$ cat src/rtl/shifter_pkg.sv
// Shared types and helpers for the pipelined barrel shifter: shift modes,
// per-stage control payload and the mapping of mux levels onto pipeline stages.
package shifter_pkg;

  typedef enum logic [2:0] {
    SLL = 3'd0,
    SRL = 3'd1,
    SRA = 3'd2,
    ROL = 3'd3,
    ROR = 3'd4
  } shift_mode_t;

  typedef struct packed {
    shift_mode_t mode;
    logic        carry;
    logic        fill;
    logic        sign;
  } stage_ctrl_t;

  // Stage that holds mux level lvl when n_levels levels are spread over n_stages.
  function automatic int level_stage(input int lvl, input int n_stages, input int n_levels);
    return (lvl * n_stages) / n_levels;
  endfunction

  // Reserved encodings collapse to SLL at entry so later stages only see legal modes.
  function automatic shift_mode_t decode_mode(input logic [2:0] raw);
    case (raw)
      3'd1:    return SRL;
      3'd2:    return SRA;
      3'd3:    return ROL;
      3'd4:    return ROR;
      default: return SLL;
    endcase
  endfunction

endpackage

$ cat src/rtl/shift_level.sv
// One combinational mux level of the barrel shifter: shifts or rotates by the
// fixed distance DIST when enabled and reports the last bit moved out as carry.
module shift_level
  import shifter_pkg::*;
#(
  parameter int nBITS = 32,
  parameter int DIST  = 1
) (
  input  logic [nBITS-1:0] data_i,
  input  logic             carry_i,
  input  shift_mode_t      mode_i,
  input  logic             en_i,
  input  logic             fill_i,
  input  logic             sign_i,
  output logic [nBITS-1:0] data_o,
  output logic             carry_o
);

  always_comb begin
    // NOTE: pass-through defaults up front keep every path assigned, so no latch is inferred.
    data_o  = data_i;
    carry_o = carry_i;
    if (en_i) begin
      case (mode_i)
        SRL: begin
          data_o  = {{DIST{fill_i}}, data_i[nBITS-1:DIST]};
          carry_o = data_i[DIST-1];
        end
        SRA: begin
          data_o  = {{DIST{sign_i}}, data_i[nBITS-1:DIST]};
          carry_o = data_i[DIST-1];
        end
        ROL: begin
          data_o  = {data_i[nBITS-DIST-1:0], data_i[nBITS-1:nBITS-DIST]};
          carry_o = data_i[nBITS-DIST];
        end
        ROR: begin
          data_o  = {data_i[DIST-1:0], data_i[nBITS-1:DIST]};
          carry_o = data_i[DIST-1];
        end
        default: begin
          data_o  = {data_i[nBITS-DIST-1:0], {DIST{fill_i}}};
          carry_o = data_i[nBITS-DIST];
        end
      endcase
    end
  end

endmodule

$ cat src/rtl/pipelined_barrel_shifter.sv
// Elastic pipelined barrel shifter: log2(nBITS) mux levels, largest distance
// first, spread over nSTAGES registered stages with valid/ready handshakes.
module pipelined_barrel_shifter
  import shifter_pkg::*;
#(
  parameter int nBITS   = 32,
  parameter int nSTAGES = 2
) (
  input  logic                     Clock,
  input  logic                     Reset_n,
  input  logic                     InValid,
  output logic                     InReady,
  input  logic [nBITS-1:0]         In,
  input  logic [$clog2(nBITS)-1:0] ShiftAmount,
  input  logic [2:0]               Mode,
  input  logic                     ShiftIn,
  output logic                     OutValid,
  input  logic                     OutReady,
  output logic [nBITS-1:0]         Out,
  output logic                     CarryOut
);

  localparam int L = $clog2(nBITS);

  typedef struct packed {
    logic [nBITS-1:0] data;
    logic [L-1:0]     amt;
    stage_ctrl_t      ctrl;
  } payload_t;

  payload_t stage_in [nSTAGES];
  payload_t stage_out[nSTAGES];
  payload_t lvl_in   [L];
  payload_t lvl_out  [L];
  payload_t pay_d    [nSTAGES];
  payload_t pay_q    [nSTAGES];

  logic [nSTAGES-1:0] valid_d, valid_q, advance;
  logic [nSTAGES:0]   valid_in;
  logic               ready_en_q;
  logic               all_full;

  assign stage_in[0] = '{
    data: In,
    amt:  ShiftAmount,
    ctrl: '{mode: decode_mode(Mode), carry: 1'b0, fill: ShiftIn, sign: In[nBITS-1]}
  };

  for (genvar s = 1; s < nSTAGES; s++) begin : g_stage_link
    assign stage_in[s] = pay_q[s-1];
  end

  for (genvar i = 0; i < L; i++) begin : g_level
    localparam int ST   = level_stage(i, nSTAGES, L);
    localparam int DIST = 1 << (L - 1 - i);

    logic [nBITS-1:0] data_sh;
    logic             carry_sh;

    // The first level of each stage reads that stage's input; others chain.
    if (i == 0) begin : g_first
      assign lvl_in[i] = stage_in[ST];
    end else if (level_stage(i - 1, nSTAGES, L) != ST) begin : g_head
      assign lvl_in[i] = stage_in[ST];
    end else begin : g_chain
      assign lvl_in[i] = lvl_out[i-1];
    end

    shift_level #(
      .nBITS(nBITS),
      .DIST (DIST)
    ) u_level (
      .data_i (lvl_in[i].data),
      .carry_i(lvl_in[i].ctrl.carry),
      .mode_i (lvl_in[i].ctrl.mode),
      .en_i   (lvl_in[i].amt[L-1-i]),
      .fill_i (lvl_in[i].ctrl.fill),
      .sign_i (lvl_in[i].ctrl.sign),
      .data_o (data_sh),
      .carry_o(carry_sh)
    );

    assign lvl_out[i] = '{
      data: data_sh,
      amt:  lvl_in[i].amt,
      ctrl: '{mode:  lvl_in[i].ctrl.mode,
              carry: carry_sh,
              fill:  lvl_in[i].ctrl.fill,
              sign:  lvl_in[i].ctrl.sign}
    };

    if (i == L - 1) begin : g_last
      assign stage_out[ST] = lvl_out[i];
    end else if (level_stage(i + 1, nSTAGES, L) != ST) begin : g_tail
      assign stage_out[ST] = lvl_out[i];
    end
  end

  // Stage s may move when any stage from s to the end is empty or the sink takes a beat.
  always_comb begin
    all_full = 1'b1;
    advance  = '0;
    for (int s = 0; s < nSTAGES; s++) begin
      all_full = 1'b1;
      for (int k = s; k < nSTAGES; k++) begin
        all_full = all_full & valid_q[k];
      end
      advance[s] = ~all_full | OutReady;
    end
  end

  assign InReady  = ready_en_q & advance[0];
  assign valid_in = {valid_q, InValid & InReady};

  always_comb begin
    valid_d = valid_q;
    pay_d   = pay_q;
    for (int s = 0; s < nSTAGES; s++) begin
      if (advance[s]) begin
        valid_d[s] = valid_in[s];
        if (valid_in[s]) pay_d[s] = stage_out[s];
      end
    end
  end

  always_ff @(posedge Clock or negedge Reset_n) begin
    if (!Reset_n) begin
      valid_q    <= '0;
      ready_en_q <= 1'b0;
      // NOTE: payload flops are reset too because Out and CarryOut must read 0 during reset.
      for (int s = 0; s < nSTAGES; s++) pay_q[s] <= '0;
    end else begin
      // NOTE: non-blocking updates let every stage sample its neighbour's pre-edge value.
      valid_q    <= valid_d;
      ready_en_q <= 1'b1;
      pay_q      <= pay_d;
    end
  end

  assign OutValid = valid_q[nSTAGES-1];
  assign Out      = pay_q[nSTAGES-1].data;
  assign CarryOut = pay_q[nSTAGES-1].ctrl.carry;

endmodule

$ cat config.mk
export PLATFORM = sky130hd
export DESIGN_NAME = pipelined_barrel_shifter
export DESIGN_NICKNAME = d
export VERILOG_FILES = /design/src/rtl/shifter_pkg.sv /design/src/rtl/shift_level.sv /design/src/rtl/pipelined_barrel_shifter.sv
export SDC_FILE = /design/constraint.sdc
export NUM_CORES = 1
export LEC_CHECK = 0
export CELL_PAD_IN_SITES_DETAIL_PLACEMENT = 0
export CELL_PAD_IN_SITES_GLOBAL_PLACEMENT = 1
export CORE_AREA = 2 2 119 149
export DETAILED_ROUTE_END_ITERATION = 10
export DIE_AREA = 0 0 121 151
export PLACE_DENSITY_LB_ADDON = 0.12
export RECOVER_POWER = 25
export SLEW_MARGIN = 20
export SYNTH_ARGS = -nofsm -noshare
export SYNTH_HDL_FRONTEND = slang
export SYNTH_SLANG_ARGS = --single-unit
$ cat constraint.sdc
create_clock -name Clock -period 2.5 [get_ports Clock]
set_input_delay 0.375 -clock Clock [delete_from_list [all_inputs] [get_ports Clock]]
set_output_delay 0.375 -clock Clock [all_outputs]
set_load 0.01 [all_outputs]
**After elaboration in Yosys (flattened, before gate mapping)**

Cells that the tools add are included.

- Add/subtract/negate cells: 0
- Multiply operators: 0
- Div/mod/pow operators: 0
- Magnitude comparators: 0
- Equal/unequal tests: 12
- Shift operators: 0
- Mux-type cells: 21
- Bitwise gates (word level): 7
- Reductions and logical operators: 5

Operator list:

| cell | count |
|---|---|
| $pmux 32 s4 | 4 |
| $mux 32 | 5 |
| $pmux 32 s3 | 1 |
| $eq 3x2->1 const B | 6 |
| $pmux 3 s4 | 1 |
| $mux 1 | 10 |
| $eq 3x1->1 const B | 3 |
| $eq 3x3->1 const B | 3 |
| $reduce_or 3->1 | 2 |
| $reduce_and 2->1 | 2 |
| $and 1x1->1 | 3 |
| $not 1->1 | 2 |
| $or 1x1->1 | 2 |
| $reduce_or 2->1 | 1 |

- Register bits: 76
- Latch bits: 0
- Memory bits (writable): 0
- Bits in read-only memories: 0
- Input port bits: 45
- Output and inout bits: 35
- Word-level logic and storage cells: 56
- Memories: 0

**Longest topological paths before layout**

- Word-level depth: 10
- Depth in mapped cells: 10
- Depth with buffers taken out: 7

**By module**

From an unflattened synthesis, not the netlist that was laid out.

- Cell total of the unflattened synthesis: 827
- Area total of the unflattened synthesis: 7627.3 µm²

Modules (own cells, without submodules):

| module | times used | cells an instance | area each (µm²) | sequential area each (µm²) |
|---|---|---|---|---|
| pipelined_barrel_shifter | 1 | 169 | 3022.9 | 1901.8 |
| shift_level (g_level[1].u_level) | 1 | 153 | 1219.9 | 0.0 |
| shift_level (g_level[2].u_level) | 1 | 141 | 1044.8 | 0.0 |
| shift_level (g_level[3].u_level) | 1 | 139 | 865.8 | 0.0 |
| shift_level (g_level[0].u_level) | 1 | 127 | 739.5 | 0.0 |
| shift_level (g_level[4].u_level) | 1 | 98 | 734.5 | 0.0 |

**Worst setup path after synthesis**

OpenSTA, ideal clock, no wires.

- Kind: reg2reg
- From: reg pay_q (netlist bit lvl_in[5])
- To: reg pay_q (netlist bit Out[6])
- Setup time: 134 ps
- Data arrival time: 2034 ps
- Data required time: 2366 ps
- Setup slack: 331 ps
- Stages on the path, launching flop included: 9
- Path buffers: 2
- Clock period less this slack: 2169 ps
- Cells stage by stage: dfrtp_1 buf_2 nor2b_1 or2_1 o21ai_2 buf_4 mux4_2 a21oi_1 o21ai_0

- Longest elaborated chain between the ends: 5
- Elaborated cells on any way between the ends: 8
- Classes of those cells: eq/ne (4); mux (4)

RTL lines:

| item | RTL line | text |
|---|---|---|
| start, declared | pipelined_barrel_shifter.sv:36 | `payload_t pay_q [nSTAGES];` |
| start signal, assigned | pipelined_barrel_shifter.sv:136 | `pay_q <= pay_d;` |
| $eq 3x3->1 (tied with other cells) | shift_level.sv:24 | `case (mode_i)` |
| $pmux 32 s4 | shift_level.sv:24 |  |
| $mux 32 | shift_level.sv:23 | `if (en_i) begin` |
| $pmux 32 s4 | shift_level.sv:24 |  |
| $mux 32 (*) | shift_level.sv:23 |  |

Every way passes the cells marked *; elsewhere a longest branch is shown, timed or not.
A chain may end at the register's enable or synchronous reset.

**Worst setup path in the final report**

- From: in Mode[1]
- To: reg pay_q (netlist bit lvl_in[74])

- Longest elaborated chain between the ends: 10
- Elaborated cells on any way between the ends: 16
- Classes of those cells: eq/ne (8); mux (7); reduce/logical (1)

RTL lines:

| item | RTL line | text |
|---|---|---|
| start, declared | pipelined_barrel_shifter.sv:15 | `input logic [2:0] Mode,` |
| $eq 3x3->1 (tied with other cells) | shifter_pkg.sv:27 | `case (raw)` |
| $pmux 3 s4 (*) | shifter_pkg.sv:27 |  |
| $eq 3x2->1 or $eq 3x3->1 (tied branches) | shift_level.sv:24 |  |
| $reduce_or 2->1 (no line) | n/a |  |
| $pmux 32 s3 | shift_level.sv:24 |  |
| $mux 32 | shift_level.sv:23 |  |
| $pmux 32 s4 | shift_level.sv:24 |  |
| $mux 32 | shift_level.sv:23 |  |
| $pmux 32 s4 | shift_level.sv:24 |  |
| $mux 32 (*) | shift_level.sv:23 |  |

Marks and branches as above.

==> flow_summary_export.csv <==
group,metric,value,unit
run,maxCapViolCount,1,
placed_design,dp_cells,1331,
route,wl_met3,1340,µm
worst_hold_path,hold_class,"reg -> reg",
critical_path,reg2reg_depth,7,
placed_design,hpwl,21500,µm
floorplan,ios,80,
critical_path,cp-start-kind,"primary input",
clock_network,htree_levels,3,
global_routing,globalRouteOverflowTotal,0,
timing,slew_viol_final,34,
yosys,ys_warn_count,0,
route,drt_wl_total,27500,µm
finish,stdcell_area,0.00982,mm²
global_routing,grt_pass1_vias,7654,
yosys,synth_edf_count,0,
floorplan,die_area,0.0183,mm²
clock_network,cts_tree,"yes",
yosys,synth_nets,991,
timing,finalSetupViolCount,0,
critical_path,path_max_fanout,10,
critical_path,required,2.77,ns
yosys,synthArstFlopShare,100,%
finish,drive_above_1_share,24.3,%
placed_design,place_congestion,0.996,
route,num_vias,8267,
route,final_antenna_net_count,0,
finish,syn2layout_area_growth,37.7,%
finish,fin_util,58.5,%
timing,fin_crit,2.44,ns
critical_path,worstSetupEndpointType,"flop",
timing,period_share,97.6,%
outcome,violations,"capacitance limit, slew limit",
global_routing,grt_max_degree,74,
timing,final.setup_skew,0.00903,ns
yosys,ys_types,74,
floorplan,die_h,151,µm
route,wl_met2,13200,µm
yosys,ys_ff_latch,76,
floorplan,start_util,42.5,%
route,top_layer,"met4",
yosys,netlist_area,0.00713,mm²
finish,num-nets-final,1170,
clock_network,cts_sinks,76,
critical_path,cp.arrival,2.71,ns
route,dr.pass1.iters,5,
finish,diodes,0,
yosys,yosys_most_used_dff,"dfrtp_1",
outcome,outcome,"finished with violations",
route,wl_met1,11600,µm
critical_path,reg2reg_slack,0.20,ns
placed_design,placed_area,0.00922,mm²
global_routing,grt_first_pass_wirelength,42900,µm
worst_hold_path,hold_start,"Out[15]",
clock_network,root_buffer,"clkbuf_16",
placed_design,portBuffers,79,
yosys,avgSynthCellArea,7.54,µm²
power,irDropWorstVdd,0.336,mV
floorplan,die_w,121,µm
yosys,synth_seq_area_share,26.7,%
clock_network,clkTransAtPathRegs,0.06,ns
global_routing,grt_usage,30.3,%
clock_network,worstSkewPairLatency,0.34,ns
yosys,synthCells,946,
power,fin_total_pwr,6.70,mW
clock_network,clockBufferDepth,2,
worst_hold_path,min_to,"Out[15]",
power,p_per_area,682,mW/mm²
critical_path,r2r-end,"Out[5]",
critical_path,worstSetupPathType,"in -> reg",
route,routedWlPerCell,20.4,µm
finish,fin_cells,1349,
timing,rsz0062_at_grt,"true",
power,p_leak,4.07,nW
timing,tightest_slew,1.75,ns
timing,fmaxAchievable,0.410,GHz
global_routing,antenna_found_initial,0,
worst_hold_path,min_delay_path_depth,2,
floorplan,row_count,53,
timing,timing.max_slew.rel_slack,-17.0,%
route,drt_iter0_drc,733,
critical_path,r2r_start,"lvl_in[5]",
timing,hold_viol,0,
floorplan,core,0.0168,mm²
route,drc,0,
route,routed_via_density,6.13,
clock_network,numCtsBuffers,9,
repair_timing:
item,4_1_cts,5_1_grt
buffers inserted,0,2
setup endpoints to repair,16,27
pin swaps,1,8
hold buffers,1,0
endpoints found under the hold margin,33,0
resized for setup,11,32
final cells by class:
cell class | count | area, µm²
repair buffers | 254 | 2230
clock buffers | 11 | 253
clock inverters | 4 | 120
flip-flops and latches | 76 | 1900
inverters | 11 | 41.3
well taps | 220 | 275
multi-input cells | 773 | 4990
fillers | 1568 | 6960
critical path, stage by stage:
cell	delay [ns]
clkdlybuf4s50_1	0.49
buf_6	0.16
and4bb_2	0.34
nor3_4	0.07
buf_6	0.15
buf_4	0.15
a21oi_1	0.29
buf_4	0.18
nor2_1	0.04
or3_1	0.37
nand4_1	0.09
cells by family after synthesis:
| logic type | Yosys count | synth area share, % |
|---|---|---|
| buffers and inverters | 97 | 6.09 |
| AND/OR/NAND/NOR | 364 | 22.5 |
| AO/OA/AOI/OAI | 364 | 33.9 |
| multiplexers | 42 | 10.5 |
| flip-flops | 76 | 26.7 |
| other | 1 | 0.0526 |
| XOR/XNOR | 2 | 0.351 |
report_power, final:
| part | leakage, nW | switching (mW) | internal [mW] |
|---|---|---|---|
| clock network | 0.182 | 0.491 | 1.12 |
| logic | 2.97 | 1.52 | 1.58 |
| registers | 0.914 | 0.419 | 1.56 |
| total | 4.07 | 2.43 | 4.27 |
how the worst max path moves through the flow:
stage,start,end,cells past startpoint
6_report,Mode[1],lvl_in[74],11
5_1_grt,Mode[1],lvl_in[78],9
4_1_cts,Mode[2],lvl_in[70],10
3_5_place_dp,Mode[2],lvl_in[74],9
3_3_place_gp,Mode[2],lvl_in[74],9
2_1_floorplan,lvl_in[5],Out[6],8
metal layers:
layer | vias to the layer above | track usage, %
met5 | - | 0
met4 | 0 | 15.3
met3 | 71 | 2.97
met2 | 358 | 50.7
met1 | 3931 | 39.0
li1 | 3907 | -
per-stage QoR:
step / setup TNS, ns / setup WS, ns / hold WS (ns)
4_1_cts: 0 / 0.00526 / 0.481
6_report: 0 / 0.0599 / 0.474
5_1_grt: -0.00964 / -0.00656 / 0.494
3_5_place_dp: -10.97 / -0.496 / 0.339
2_1_floorplan: 0 / 0.331 / 0.0794
3_3_place_gp: -9.65 / -0.417 / 0.331
cell usage after synthesis, drive strengths merged (5+ instances only):
master,number,area [µm²]
o221ai,8,70.1
nor3,24,136
a221oi,8,70.1
nor2,113,424
inv,10,37.5
o22a,5,45.0
mux2i,14,140
buf,31,185
clkbuf,55,208
o21ai,88,452
and2,8,50.1
a211o,8,70.1
nand4,5,31.3
or3,5,31.3
nor2b,7,43.8
o211ai,10,75.1
a211oi,22,165
o31ai,6,45.0
a311oi,30,263
a31oi,21,131
nand2,162,608
o22ai,14,87.6
and3,7,43.8
o21bai,6,45.0
a21oi,90,462
nand3,12,60.1
mux4,26,586
a21o,9,67.6
dfrtp,76,1900
nand2b,5,31.3
placed cells by master (no fill, tap or decap), types with 5 or more instances in the layout:
| master | Yosys | routed |
|---|---|---|
| a21oi_2 | 3 | 8 |
| nand2b_1 | 5 | 5 |
| dfrtp_1 | 76 | 75 |
| clkdlybuf4s50_1 | 0 | 73 |
| nor3_1 | 22 | 21 |
| a311oi_1 | 30 | 28 |
| a21oi_1 | 87 | 80 |
| o31ai_1 | 6 | 6 |
| a221oi_1 | 8 | 7 |
| mux4_2 | 26 | 26 |
| o211ai_1 | 10 | 10 |
| nor2b_1 | 7 | 7 |
| and3_1 | 7 | 7 |
| nand2_1 | 162 | 160 |
| inv_1 | 10 | 10 |
| o21ai_1 | 12 | 13 |
| a31oi_1 | 21 | 19 |
| nand3_1 | 12 | 11 |
| nand4_1 | 5 | 5 |
| o221ai_1 | 8 | 7 |
| a211oi_1 | 22 | 19 |
| a211o_1 | 8 | 8 |
| mux2i_1 | 14 | 14 |
| nor2_1 | 113 | 110 |
| o22ai_1 | 14 | 13 |
| clkbuf_16 | 0 | 9 |
| a21o_1 | 9 | 9 |
| o21ai_0 | 73 | 72 |
| buf_12 | 0 | 10 |
| and2_1 | 8 | 7 |
| buf_4 | 10 | 161 |
flip-flops by register name, summed over array words and instances (netlist names):
name	flops
valid_q	2
lvl_in	40
CarryOut	1
Out	32
ready_en_q	1
(Power assumes the default switching activity.)
